==> src/rtl/qb_measure_expect_pkg.sv <==
// Shared types, constants and the saturation helper for the measurement block.
package qvc_pkg;

    localparam int N        = 16;
    localparam int FRAC     = 14;
    localparam int NORM_TOL = 64;
    localparam int ONE      = 1 << FRAC;

    typedef logic signed [N-1:0]   fxp_t;
    typedef logic signed [2*N-1:0] sq_t;
    typedef logic signed [2*N:0]   acc_t;

    typedef enum logic [1:0] {
        IDLE,
        SQ,
        FIN,
        OUT
    } meas_state_t;

    localparam acc_t SAT_HI = acc_t'((1 << (N-1)) - 1);
    localparam acc_t SAT_LO = acc_t'(-(1 << (N-1)));

    // Clamp an already-shifted accumulator value into the signed word range.
    function automatic fxp_t sat_fxp(input acc_t a);
        fxp_t r;
        if (a > SAT_HI) begin
            r = fxp_t'(SAT_HI);
        end else if (a < SAT_LO) begin
            r = fxp_t'(SAT_LO);
        end else begin
            r = fxp_t'(a);
        end
        return r;
    endfunction

endpackage

==> src/rtl/qb_measure_expect_if.sv <==
// Handshake bundle for the measurement block: vector input side and result
// output side. norm_err exists only when MEAS_NORM_CHECK_EN is defined.
interface qb_measure_expect_if;
    import qvc_pkg::*;

    logic in_valid;
    logic in_ready;
    fxp_t psi_in [0:3];
    logic out_valid;
    logic out_ready;
    fxp_t prob0;
    fxp_t prob1;
    fxp_t expect_z;
`ifdef MEAS_NORM_CHECK_EN
    logic norm_err;
`endif

    // Producer of vectors and consumer of results (host side).
    modport master (
        output in_valid,
        output psi_in,
        output out_ready,
        input  in_ready,
        input  out_valid,
        input  prob0,
        input  prob1,
`ifdef MEAS_NORM_CHECK_EN
        input  norm_err,
`endif
        input  expect_z
    );

    // The measurement block itself.
    modport slave (
        input  in_valid,
        input  psi_in,
        input  out_ready,
        output in_ready,
        output out_valid,
        output prob0,
        output prob1,
`ifdef MEAS_NORM_CHECK_EN
        output norm_err,
`endif
        output expect_z
    );

endinterface

==> src/rtl/qb_measure_expect_square.sv <==
// Combinational signed squarer, full 2N-bit product.
module fxp_square
    import qvc_pkg::*;
(
    input  fxp_t a_i,
    output sq_t  sq_o
);

    assign sq_o = sq_t'(a_i) * sq_t'(a_i);

endmodule

==> src/rtl/qb_measure_expect.sv <==
// qb_measure_expect: basis probabilities and <Z> of a 1-qubit state vector
// using one time-shared squarer over four cycles.
// Optional macro MEAS_NORM_CHECK_EN adds the norm_err output.
module qb_measure_expect
    import qvc_pkg::*;
(
    input  logic                    clk,
    input  logic                    rst_n,
    qb_measure_expect_if.slave      bus
);

    meas_state_t state_q, state_d;
    fxp_t        psi_q [0:3];
    fxp_t        psi_d [0:3];
    logic [1:0]  idx_q, idx_d;
    acc_t        acc0_q, acc0_d;
    acc_t        acc1_q, acc1_d;
    logic        in_ready_q, in_ready_d;
    logic        out_valid_q, out_valid_d;
    fxp_t        prob0_q, prob0_d;
    fxp_t        prob1_q, prob1_d;
    fxp_t        expz_q, expz_d;
`ifdef MEAS_NORM_CHECK_EN
    typedef logic signed [2*N+1:0] wide_t;
    logic        norm_err_q, norm_err_d;
    wide_t       normSum, normDev, normAbs;
`endif

    sq_t         sqVal;
    logic        accept;
    logic        outFire;

    assign accept  = (state_q == IDLE) && bus.in_valid && in_ready_q;
    assign outFire = (state_q == OUT) && out_valid_q && bus.out_ready;

    fxp_square uSquare (
        .a_i  (psi_q[idx_q]),
        .sq_o (sqVal)
    );

    // State register.
    always_ff @(posedge clk or negedge rst_n) begin
        if (!rst_n) begin
            state_q <= IDLE;
        end else begin
            state_q <= state_d;
        end
    end

    // Next-state logic.
    always_comb begin
        state_d = state_q;
        case (state_q)
            IDLE: if (accept)        state_d = SQ;
            SQ:   if (idx_q == 2'd3) state_d = FIN;
            FIN:                     state_d = OUT;
            OUT:  if (outFire)       state_d = IDLE;
            default:                 state_d = IDLE;
        endcase
    end

    // Datapath and registered-output next values.
    always_comb begin
        psi_d       = psi_q;
        idx_d       = idx_q;
        acc0_d      = acc0_q;
        acc1_d      = acc1_q;
        prob0_d     = prob0_q;
        prob1_d     = prob1_q;
        expz_d      = expz_q;
        in_ready_d  = (state_d == IDLE);
        out_valid_d = (state_d == OUT);
`ifdef MEAS_NORM_CHECK_EN
        norm_err_d  = norm_err_q;
        normSum     = wide_t'(acc0_q) + wide_t'(acc1_q);
        normDev     = (normSum >>> FRAC) - wide_t'(ONE);
        normAbs     = (normDev < 0) ? -normDev : normDev;
`endif
        case (state_q)
            IDLE: begin
                if (accept) begin
                    psi_d  = bus.psi_in;
                    acc0_d = '0;
                    acc1_d = '0;
                    idx_d  = 2'd0;
                end
            end
            SQ: begin
                if (idx_q[1] == 1'b0) begin
                    acc0_d = acc0_q + acc_t'(sqVal);
                end else begin
                    acc1_d = acc1_q + acc_t'(sqVal);
                end
                idx_d = idx_q + 2'd1;
            end
            FIN: begin
                prob0_d = sat_fxp(acc0_q >>> FRAC);
                prob1_d = sat_fxp(acc1_q >>> FRAC);
                expz_d  = sat_fxp((acc0_q - acc1_q) >>> FRAC);
`ifdef MEAS_NORM_CHECK_EN
                norm_err_d = (normAbs > wide_t'(NORM_TOL));
`endif
            end
            default: ;
        endcase
    end

    // Datapath and output registers.
    always_ff @(posedge clk or negedge rst_n) begin
        if (!rst_n) begin
            for (int i = 0; i < 4; i++) psi_q[i] <= '0;
            idx_q       <= '0;
            acc0_q      <= '0;
            acc1_q      <= '0;
            in_ready_q  <= 1'b0;
            out_valid_q <= 1'b0;
            prob0_q     <= '0;
            prob1_q     <= '0;
            expz_q      <= '0;
`ifdef MEAS_NORM_CHECK_EN
            norm_err_q  <= 1'b0;
`endif
        end else begin
            psi_q       <= psi_d;
            idx_q       <= idx_d;
            acc0_q      <= acc0_d;
            acc1_q      <= acc1_d;
            in_ready_q  <= in_ready_d;
            out_valid_q <= out_valid_d;
            prob0_q     <= prob0_d;
            prob1_q     <= prob1_d;
            expz_q      <= expz_d;
`ifdef MEAS_NORM_CHECK_EN
            norm_err_q  <= norm_err_d;
`endif
        end
    end

    assign bus.in_ready  = in_ready_q;
    assign bus.out_valid = out_valid_q;
    assign bus.prob0     = prob0_q;
    assign bus.prob1     = prob1_q;
    assign bus.expect_z  = expz_q;
`ifdef MEAS_NORM_CHECK_EN
    assign bus.norm_err  = norm_err_q;
`endif

endmodule

==> src/flat_wrapper.sv <==
// flat-port wrapper written by rule: the top's interface ports become plain ports
module qb_measure_expect_flat import qvc_pkg::*;
  (clk, rst_n, bus_in_valid, bus_psi_in, bus_out_ready, bus_in_ready, bus_out_valid, bus_prob0, bus_prob1, bus_expect_z);
  qb_measure_expect_if bus_i ();
  input  logic clk;
  input  logic rst_n;
  input wire logic [$bits(bus_i.in_valid)-1:0] bus_in_valid;
  input wire logic [$bits(bus_i.psi_in)-1:0] bus_psi_in;
  input wire logic [$bits(bus_i.out_ready)-1:0] bus_out_ready;
  output wire logic [$bits(bus_i.in_ready)-1:0] bus_in_ready;
  output wire logic [$bits(bus_i.out_valid)-1:0] bus_out_valid;
  output wire logic [$bits(bus_i.prob0)-1:0] bus_prob0;
  output wire logic [$bits(bus_i.prob1)-1:0] bus_prob1;
  output wire logic [$bits(bus_i.expect_z)-1:0] bus_expect_z;
  assign bus_i.in_valid = bus_in_valid;
  assign bus_i.psi_in = {>>{bus_psi_in}};
  assign bus_i.out_ready = bus_out_ready;
  assign bus_in_ready = bus_i.in_ready;
  assign bus_out_valid = bus_i.out_valid;
  assign bus_prob0 = bus_i.prob0;
  assign bus_prob1 = bus_i.prob1;
  assign bus_expect_z = bus_i.expect_z;
  qb_measure_expect u_core (.clk(clk), .rst_n(rst_n), .bus(bus_i));
endmodule
==> config.mk <==
export PLATFORM = sky130hd
export DESIGN_NAME = qb_measure_expect_flat
export DESIGN_NICKNAME = d
export VERILOG_FILES = /design/src/rtl/qb_measure_expect_pkg.sv /design/src/rtl/qb_measure_expect_if.sv /design/src/rtl/qb_measure_expect_square.sv /design/src/rtl/qb_measure_expect.sv /design/src/flat_wrapper.sv
export SDC_FILE = /design/constraint.sdc
export NUM_CORES = 1
export LEC_CHECK = 0
export CAP_MARGIN = 0
export CORE_UTILIZATION = 50
export CTS_BUF_LIST = sky130_fd_sc_hd__clkbuf_16
export CTS_CLUSTER_DIAMETER = 60
export DETAILED_ROUTE_END_ITERATION = 7
export PLACE_DENSITY = 0.69
export SYNTH_ARGS = -nofsm -noshare
export SYNTH_HDL_FRONTEND = slang
export SYNTH_SLANG_ARGS = --single-unit
==> constraint.sdc <==
create_clock -name clk -period 11.35 [get_ports clk]
set_input_delay 1.7025 -clock clk [delete_from_list [all_inputs] [get_ports clk]]
set_output_delay 1.7025 -clock clk [all_outputs]
set_load 0.005 [all_outputs]
==> metrics.txt, run 1 <==
status finished, final reports clean; Clock Pin Slew Worst Setup and Hold Paths roughly 0.07 ns; Primary FF master, synth dfrtp_1; reg2reg end u_core.acc0_q[32]; Clock Root Buffer clkbuf_16; synth top area cells fa_1 23%, dfrtp_1 23%, ha_1 11%, nand2_1 7.5%, inv_1 7.1%; worst endpoint required time roughly 12 ns; HP Class flop to flop; Setup TNS Final 0 ns; initial core utilization between 50 and 60%; Die Height 204 um; DR vias/cell ~5.4; Final Slew Violations 0; Antenna diodes 0; Hold Buf Count CTS 0; Final setup viols 0; commonest non-fill, non-tap cell in the layout nand2_1; Vias around 16000; clock skew between 0.01 and 0.015 ns; First-pass DRT Iterations 5; share of cells above drive strength 1 4.37%; Multi-input gate area between 0.01 and 0.015 mm2; CTS tree built; Synth top area share a little under a quarter; Std-Cell Rows 73; worst-path maximum fanout 32; synth warn 0; worst flop-to-flop path startpoint u_core.idx_q[1]; Post CTS Setup Buffer Count 0; Final ANT Viol Nets 0; FF+latch count, synth 184; storage element area ~0.0046 mm2; grt ovf 0; post-synthesis instance total 2278; Slew headroom between 20% and 30%; Tot GR Track Use between 20% and 30%; Routed WL 48800 um; most frequent cells in the layout 408 x nand2_1, 384 x inv_1, 237 x fa_1, 185 x ha_1, 183 x dfrtp_1; fill count about 3600; # IOs 118; highest clock rate between 90 and 100 MHz; first-pass GRT wire length 80900 um; Clock Latency Late Sink ~0.46 ns; Post-synth EDFFs 0; Yosys cell types 75; GPL Wtd Cong between 0.9 and 1; H-Tree Depth 4; hold path depth 2; hold endpoint u_core.bus.prob1[1]; crit path kind flop to flop; Hold Crit Start u_core.bus.prob1[1]; number of CTS-inserted buffers 17; area grow syn2layout 11.4%; largest net degree at the start of global routing 107; cts repair resizes 0; IO buf count ~120; number of global-route vias before repair 16200; area of the core about 0.04 mm2; initial antenna violation count 0; Net Count, Synth 2768; Tcrit/Tclk final between 90% and 100%; HPWL Detailed around 40000 um; # DRC 0; Critical Path End Type flop; post-DR wirelength/cell approximately 17 um; Critical Path Max Stage Delay about 0.90 ns; max-cap viol count 0; post-synthesis async set-or-reset flop share 100%; area of the die approximately 0.041 mm2; worst reg2reg path depth 33; syn avg cell area 8.93 um2; DRT iter0 DRCs 807; Arrival @ worst endpoint ~11 ns; Fin. Hold Viols 0; Mapped Area between 0.02 and 0.025 mm2; slowest CP cell dfrtp_2; leading area contributor after synthesis fa_1; Longest Clk Path Bufs 2; r2r setup slk 1.09 ns; TritonCTS Sinks 184; Nets between 2000 and 3000; RSZ-0062 raised after global routing false; crit path time final a little over 10 ns; Critical Path Start Type flop; sequential area share after synthesis 22.6%; Tightest Pin Transition between 1 and 1.5 ns; die width 204 um
synthesized netlist by cell type (3+ instances only):
master,count
nand4_1,10
o21bai_1,18
a221o_1,11
nand3_1,25
nor2_1,111
a21oi_1,92
a221o_2,5
a31oi_1,9
o21ai_1,11
ha_1,185
dfrtp_1,184
xor2_1,38
a21o_1,41
nor3_1,25
and2_1,11
a22o_1,34
nand2b_1,17
or3_1,11
clkinv_1,4
nor2b_1,12
mux2i_1,17
buf_1,11
nand2_1,408
o41a_1,3
and3_1,8
or2_2,10
clkbuf_1,50
o31ai_1,9
o21a_1,21
inv_1,383
mux2_2,15
a21boi_0,3
o21ai_0,105
fa_1,237
a211oi_1,12
o211ai_1,10
xnor2_1,71
logic make-up after synthesis:
kind of cell / synth area share, %
AOI/OAI and AO/OA: 14.0
xor gates and xnor gates: 4.80
adders and majority gates: 34.7
buffers and inverters: 8.38
DFF: 22.6
muxes: 1.89
and+or+nand+nor: 13.6
worst max-delay path by stage:
stage / start / to / slack (ns) / depth (start not counted)
floorplan: u_core.idx_q[1] / u_core.acc0_q[32] / 2.25 / 38
global placement: u_core.idx_q[1] / u_core.acc0_q[32] / 1.39 / 33
detailed placement: u_core.idx_q[1] / u_core.acc0_q[32] / 1.21 / 33
CTS: u_core.idx_q[1] / u_core.acc0_q[32] / 1.18 / 33
global route: u_core.idx_q[1] / u_core.acc0_q[32] / 0.50 / 33
finish: u_core.idx_q[1] / u_core.acc0_q[32] / 1.09 / 33
state kept, by name, indices dropped and copies added (netlist names):
register,count
u_core.bus.out_valid,1
u_core.psi_q,64
u_core.bus.prob1,16
u_core.acc1_q,33
u_core.idx_q,2
u_core.state_q,2
u_core.bus.in_ready,1
u_core.bus.prob0,16
u_core.acc0_q,33
u_core.bus.expect_z,16
layout make-up:
type,count,area share (%)
clock buffers,17,1.88
inverters,387,6.41
flip-flops and latches,184,20.3
clock inverters,14,0.762
multi-input cells,1644,62.0
well taps,525,2.90
repair buffers,134,5.75
worst max-delay path, delay by kind of cell, from the launching register on:
kind | cells | cell delay [ns]
mux | 2 | 0.55
fa+ha+maj | 8 | 3.73
flops | 1 | 0.90
compound gates | 16 | 3.74
buf+inv | 4 | 0.75
simple gates | 2 | 0.36
xor+xnor | 1 | 0.19
routing by layer:
layer / track usage, % / vias up / routed length (um)
met5: 0 / - / 0
met4: 9.48 / 0 / 1410
met3: 2.78 / 91 / 1960
met2: 41.4 / 444 / 23200
met1: 32.7 / 7652 / 22200
li1: - / 7542 / -
through the flow:
step / worst slack [ns] / hold slack (ns) / instance area, um2 / cells / utilization [%]
after global routing: 0.503 / 0.488 / 22700 / 2905 / 56.8
after CTS: 1.18 / 0.472 / 22700 / 2905 / 56.8
after global placement: 1.39 / 0.451 / 22100 / 2874 / 55.3
final: 1.09 / 0.464 / 22700 / 2905 / 56.8
after floorplan: 2.25 / 0.440 / 20300 / 2278 / -
after detailed placement: 1.21 / 0.457 / 22100 / 2874 / 55.3
Power of run 1 is not shown: default switching activity piles up to over one toggle a cycle in this logic, so the estimate is an artifact.
==> inputs of run 2 (changes only) <==
ABC_AREA = 0   (was unset)
==> results of run 2 <==
The final DEF is identical to that of run 1; final timing and power are the same.
Power of run 2 is left out for the same reason.
==> RTL edit 1: new RTL, settings of run 1 <==
Change the package constant `N` from 16 to 15.
--- a/src/rtl/qb_measure_expect_pkg.sv
+++ b/src/rtl/qb_measure_expect_pkg.sv
@@ -3,3 +3,3 @@
 
-    localparam int N        = 16;
+    localparam int N        = 15;
     localparam int FRAC     = 14;
Interface: changed (resized bus_expect_z, bus_prob0, bus_prob1 and bus_psi_in); port bits go from 118 to 111. No check against the original RTL was run, so the function may have changed too.
==> RTL edit 1 against run 1 <==
Critical path depth fell by 3. Sequential cell count down 11. Worst setup slack lost 0.16 ns. Design area shrank 6.9%. Routed wire length fell by 8.0%. Die area shrank 7.0%. Count of clock-buffer cells in the layout did not move. Area after synthesis fell by 7.1%. Critical path type unchanged.
Power is not shown: default switching activity piles up to over one toggle a cycle in this logic, so the estimate is an artifact.
==> RTL edit 1: results (changes against run 1) <==
[drt]
dr.max_layer_used = met4  ; unchanged
firstDrtPassIters = 7  ; was 5
via_per_inst = 5.389  ; was 5.414
wl_met2_um = 21180  ; was 23230 µm
wl_met3_um = 1824  ; was 1960 µm
finalWirelength_um = 44880  ; was 48770 µm
met1_length_um = 20400  ; was 22170 µm
initialDrtViolationCount = 1019  ; was 807

[clock_tree]
cts_root_buffer = clkbuf_16  ; unchanged
cts_hold_buffers = 0  ; unchanged

[logic_synthesis]
netlist-cell-type-count = 77  ; was 75
syn_avg_cell_area_um2 = 8.664  ; was 8.929 µm²
synth_nets = 2619  ; was 2768
synth.area.top_cells = dfrtp_1 23%, fa_1 21%, ha_1 12%  ; was fa_1 23%, dfrtp_1 23%, ha_1 11%
ys_seq_area_share_pct = 22.91  ; was 22.64%
syn_area_um2 = 18900  ; was 20340 µm²
synthTopCellsByCount = 405 x nand2_1, 343 x inv_1, 199 x fa_1  ; was 408 x nand2_1, 383 x inv_1, 237 x fa_1

[placed_design]
dp_cells = 2745  ; was 2874
hpwl_um = 35980  ; was 39660 µm
placed_cell_area_um2 = 20520  ; was 22060 µm²
place.gp.congestion = 0.9312  ; was 0.9013
place_ws_ns = 1.058  ; was 1.210 ns
io_buffers = 110  ; was 117

[global_routing]
grt_start_max_net_pins = 80  ; was 107
grt_pass1_vias = 15280  ; was 16240
grt.total_usage_pct = 24.50  ; was 24.66%
grt_pass1_wl_um = 75310  ; was 80920 µm

[worst_setup_path]
rrSetupSlack_ns = 0.92  ; was 1.09 ns
critical_path.max_fanout = 11  ; was 32
cp.arrival_ns = 10.77  ; was 10.64 ns
critPathMaxStageDelay_ns = 0.82  ; was 0.90 ns
timing_worst_setup_path_type = flop to flop  ; unchanged
r2r_start = u_core.idx_q[0]  ; was u_core.idx_q[1]
r2r-end = u_core.acc1_q[30]  ; was u_core.acc0_q[32]
cp_slowest_cell = fa_1  ; was dfrtp_2
r2r_cells = 30  ; was 33

[cells_and_area]
fin_cells = 2777  ; was 2905
drive_above_1_share_pct = 4.267  ; was 4.370%
reg.largest.list = u_core.psi_q x60, u_core.acc0_q x31, u_core.acc1_q x31  ; was u_core.psi_q x64, u_core.acc0_q x33, u_core.acc1_q x33

[hold_path]
worstHoldEndpoint = u_core.psi_q[49]  ; was u_core.bus.prob1[1]
worstHoldStart = u_core.psi_q[49]  ; was u_core.bus.prob1[1]

[timing]
finClkSkew_ns = 0.01303  ; was 0.01047 ns
hold_slack_ns = 0.4733  ; was 0.4644 ns
fmax_ghz = 0.09590  ; was 0.09743 GHz
worst_slew_pin_slew_ns = 1.030  ; was 1.120 ns

[status]
status = finished, final reports clean  ; unchanged

==> RTL edit 1: logic make-up after synthesis <==
kind of cell    after synthesis  synth area share (%)
flops                       173                 22.91
simple gates                647                 14.37
fa+ha+maj                   374                 32.67
buf+inv                     417                 8.296
xor+xnor                     94                 4.357
compound gates              444                 15.46
mux                          32                 1.933
==> RTL edit 1: area by class of cell <==
type,count,area [µm²]
multi-input combinational,1591,13010
inverter,349,1310
clock buffer,17,425.4
tap,504,630.6
sequential,173,4329
timing repair buffer,128,1237
fill,3323,15770
clock inverter,15,157.7
==> RTL edit 1: routing by layer <==
metal  global-route usage (%)  vias to the layer above
met4                    9.259                        0
li1                         -                     7256
met3                    3.388                       80
met5                        0                        -
met2                    41.36                      416
met1                    32.02                     7212
==> RTL edit 1: critical path, delay by kind of cell (launching register included) <==
family / cells / cell delay, ns
simple gates: 6 / 1.36
flops: 1 / 0.65
mux: 1 / 0.40
buf+inv: 6 / 1.12
fa+ha+maj: 8 / 4.18
xor+xnor: 1 / 0.28
compound gates: 8 / 2.29
==> RTL edit 2: new RTL, config.mk and constraints of run 1 <==
Without the edit above. Re-encode `meas_state_t` (4 states) as one-hot, 4 bits wide.
--- a/src/rtl/qb_measure_expect_pkg.sv
+++ b/src/rtl/qb_measure_expect_pkg.sv
@@ -12,7 +12,7 @@
 
-    typedef enum logic [1:0] {
-        IDLE,
-        SQ,
-        FIN,
-        OUT
+    typedef enum logic [3:0] {
+        IDLE = 4'b0001,
+        SQ   = 4'b0010,
+        FIN  = 4'b0100,
+        OUT  = 4'b1000
     } meas_state_t;
Formal check against the unedited RTL: same outputs for any inputs over 4 cycles, from zero or initial values and one cycle with rst_n low; so few cycles prove little.
==> RTL edit 2 against run 1 <==
Design area grew 1.6%. Core utilization decreased by 0.50 points. Clock skew grew 0.0042 ns. Sequential cell count is 2 higher. Routed wire length is 3.4% higher. Worst setup slack lost 0.25 ns. Area after synthesis is 2.2% higher. Highest routed layer unchanged.
Power is not shown: default switching activity piles up to over one toggle a cycle in this logic, so the estimate is an artifact.
==> RTL edit 2: results (changes against run 1) <==
[hold_path]
worstHoldEndpoint = u_core.bus.prob0[12]  ; was u_core.bus.prob1[1]

[drt]
via_per_inst = 5.382  ; was 5.414
wl_per_cell_um = 16.79  ; about the same
initialDrtViolationCount = 810  ; was 807
firstDrtPassIters = 7  ; was 5

[logic_synthesis]
synthTopCellsByCount = 409 x nand2_1, 384 x inv_1, 237 x fa_1  ; was 408 x nand2_1, 383 x inv_1, 237 x fa_1
synth_nets = 2865  ; was 2768
netlist_instances = 2375  ; was 2278
synth.area.top_cells = fa_1 23%, dfrtp_1 22%, ha_1 11%  ; was fa_1 23%, dfrtp_1 23%, ha_1 11%
ys_seq_elements = 186  ; was 184
synthXorXnorAreaFrac_pct = 4.889  ; was 4.804%
yosys-mux-area-fraction_pct = 1.752  ; was 1.889%
synthAdderAreaFrac_pct = 33.97  ; was 34.71%

[timing]
relSlewSlack_pct = 16.79  ; was 25.35%
hold_slack_ns = 0.4668  ; was 0.4644 ns
finClkSkew_ns = 0.01469  ; was 0.01047 ns

[cells_and_area]
n_fill_cell = 3686  ; was 3585
clk_share_pct = 2.342  ; was 2.639%
nets = 2948  ; was 2858
seq_share_pct = 20.22  ; was 20.32%
fin_cells = 3004  ; was 2905
fin_area_um2 = 23030  ; was 22660 µm²
signal_buffers = 133  ; was 134

[worst_setup_path]
cp_slowest_cell = dfrtp_1  ; was dfrtp_2
r2r-end = u_core.acc1_q[32]  ; was u_core.acc0_q[32]
rrSetupSlack_ns = 0.84  ; was 1.09 ns
crit_family = adder cells  ; was compound AO/OA/AOI/OAI gates

[die]
rows = 74  ; was 73

[placed_design]
hpwl_um = 41270  ; was 39660 µm
place_ws_ns = 0.9411  ; was 1.210 ns
placed_cell_area_um2 = 22490  ; was 22060 µm²

[global_routing]
grt_start_max_net_pins = 109  ; was 107

[status]
status = finished, final reports clean  ; unchanged

## RTL edit 2: changes by cell type after synthesis, sizes merged, moves of 7 or more
cell    change
a21oi      +22
nand3      +62
a22o       -34
a21o        +7
a211o       +7
o21ai      +23
a221o      -16
nor2        +8
a211oi      -7
xor2        +8
## RTL edit 2: logic make-up after synthesis
logic type / count (synthesis)
compound gates: 422
xor+xnor: 116
fa+ha+maj: 422
buf+inv: 458
flops: 186
mux: 32
simple gates: 739
## RTL edit 2: per-layer routing
layer  wire length [µm]  GRT usage, %
met1              22640         32.08
met2              24420         43.05
met3               1962         3.453
met4               1419         9.244
met5                  0             0
## RTL edit 2: worst max-delay path by stage
stage / to / slack [ns] / depth (start not counted)
after floorplan: u_core.acc1_q[32] / 2.04 / 36
after global placement: u_core.acc1_q[32] / 1.28 / 34
after detailed placement: u_core.acc1_q[32] / 0.94 / 34
after CTS: u_core.acc1_q[32] / 0.93 / 34
after global routing: u_core.acc1_q[32] / 0.20 / 34
final: u_core.acc1_q[32] / 0.84 / 32
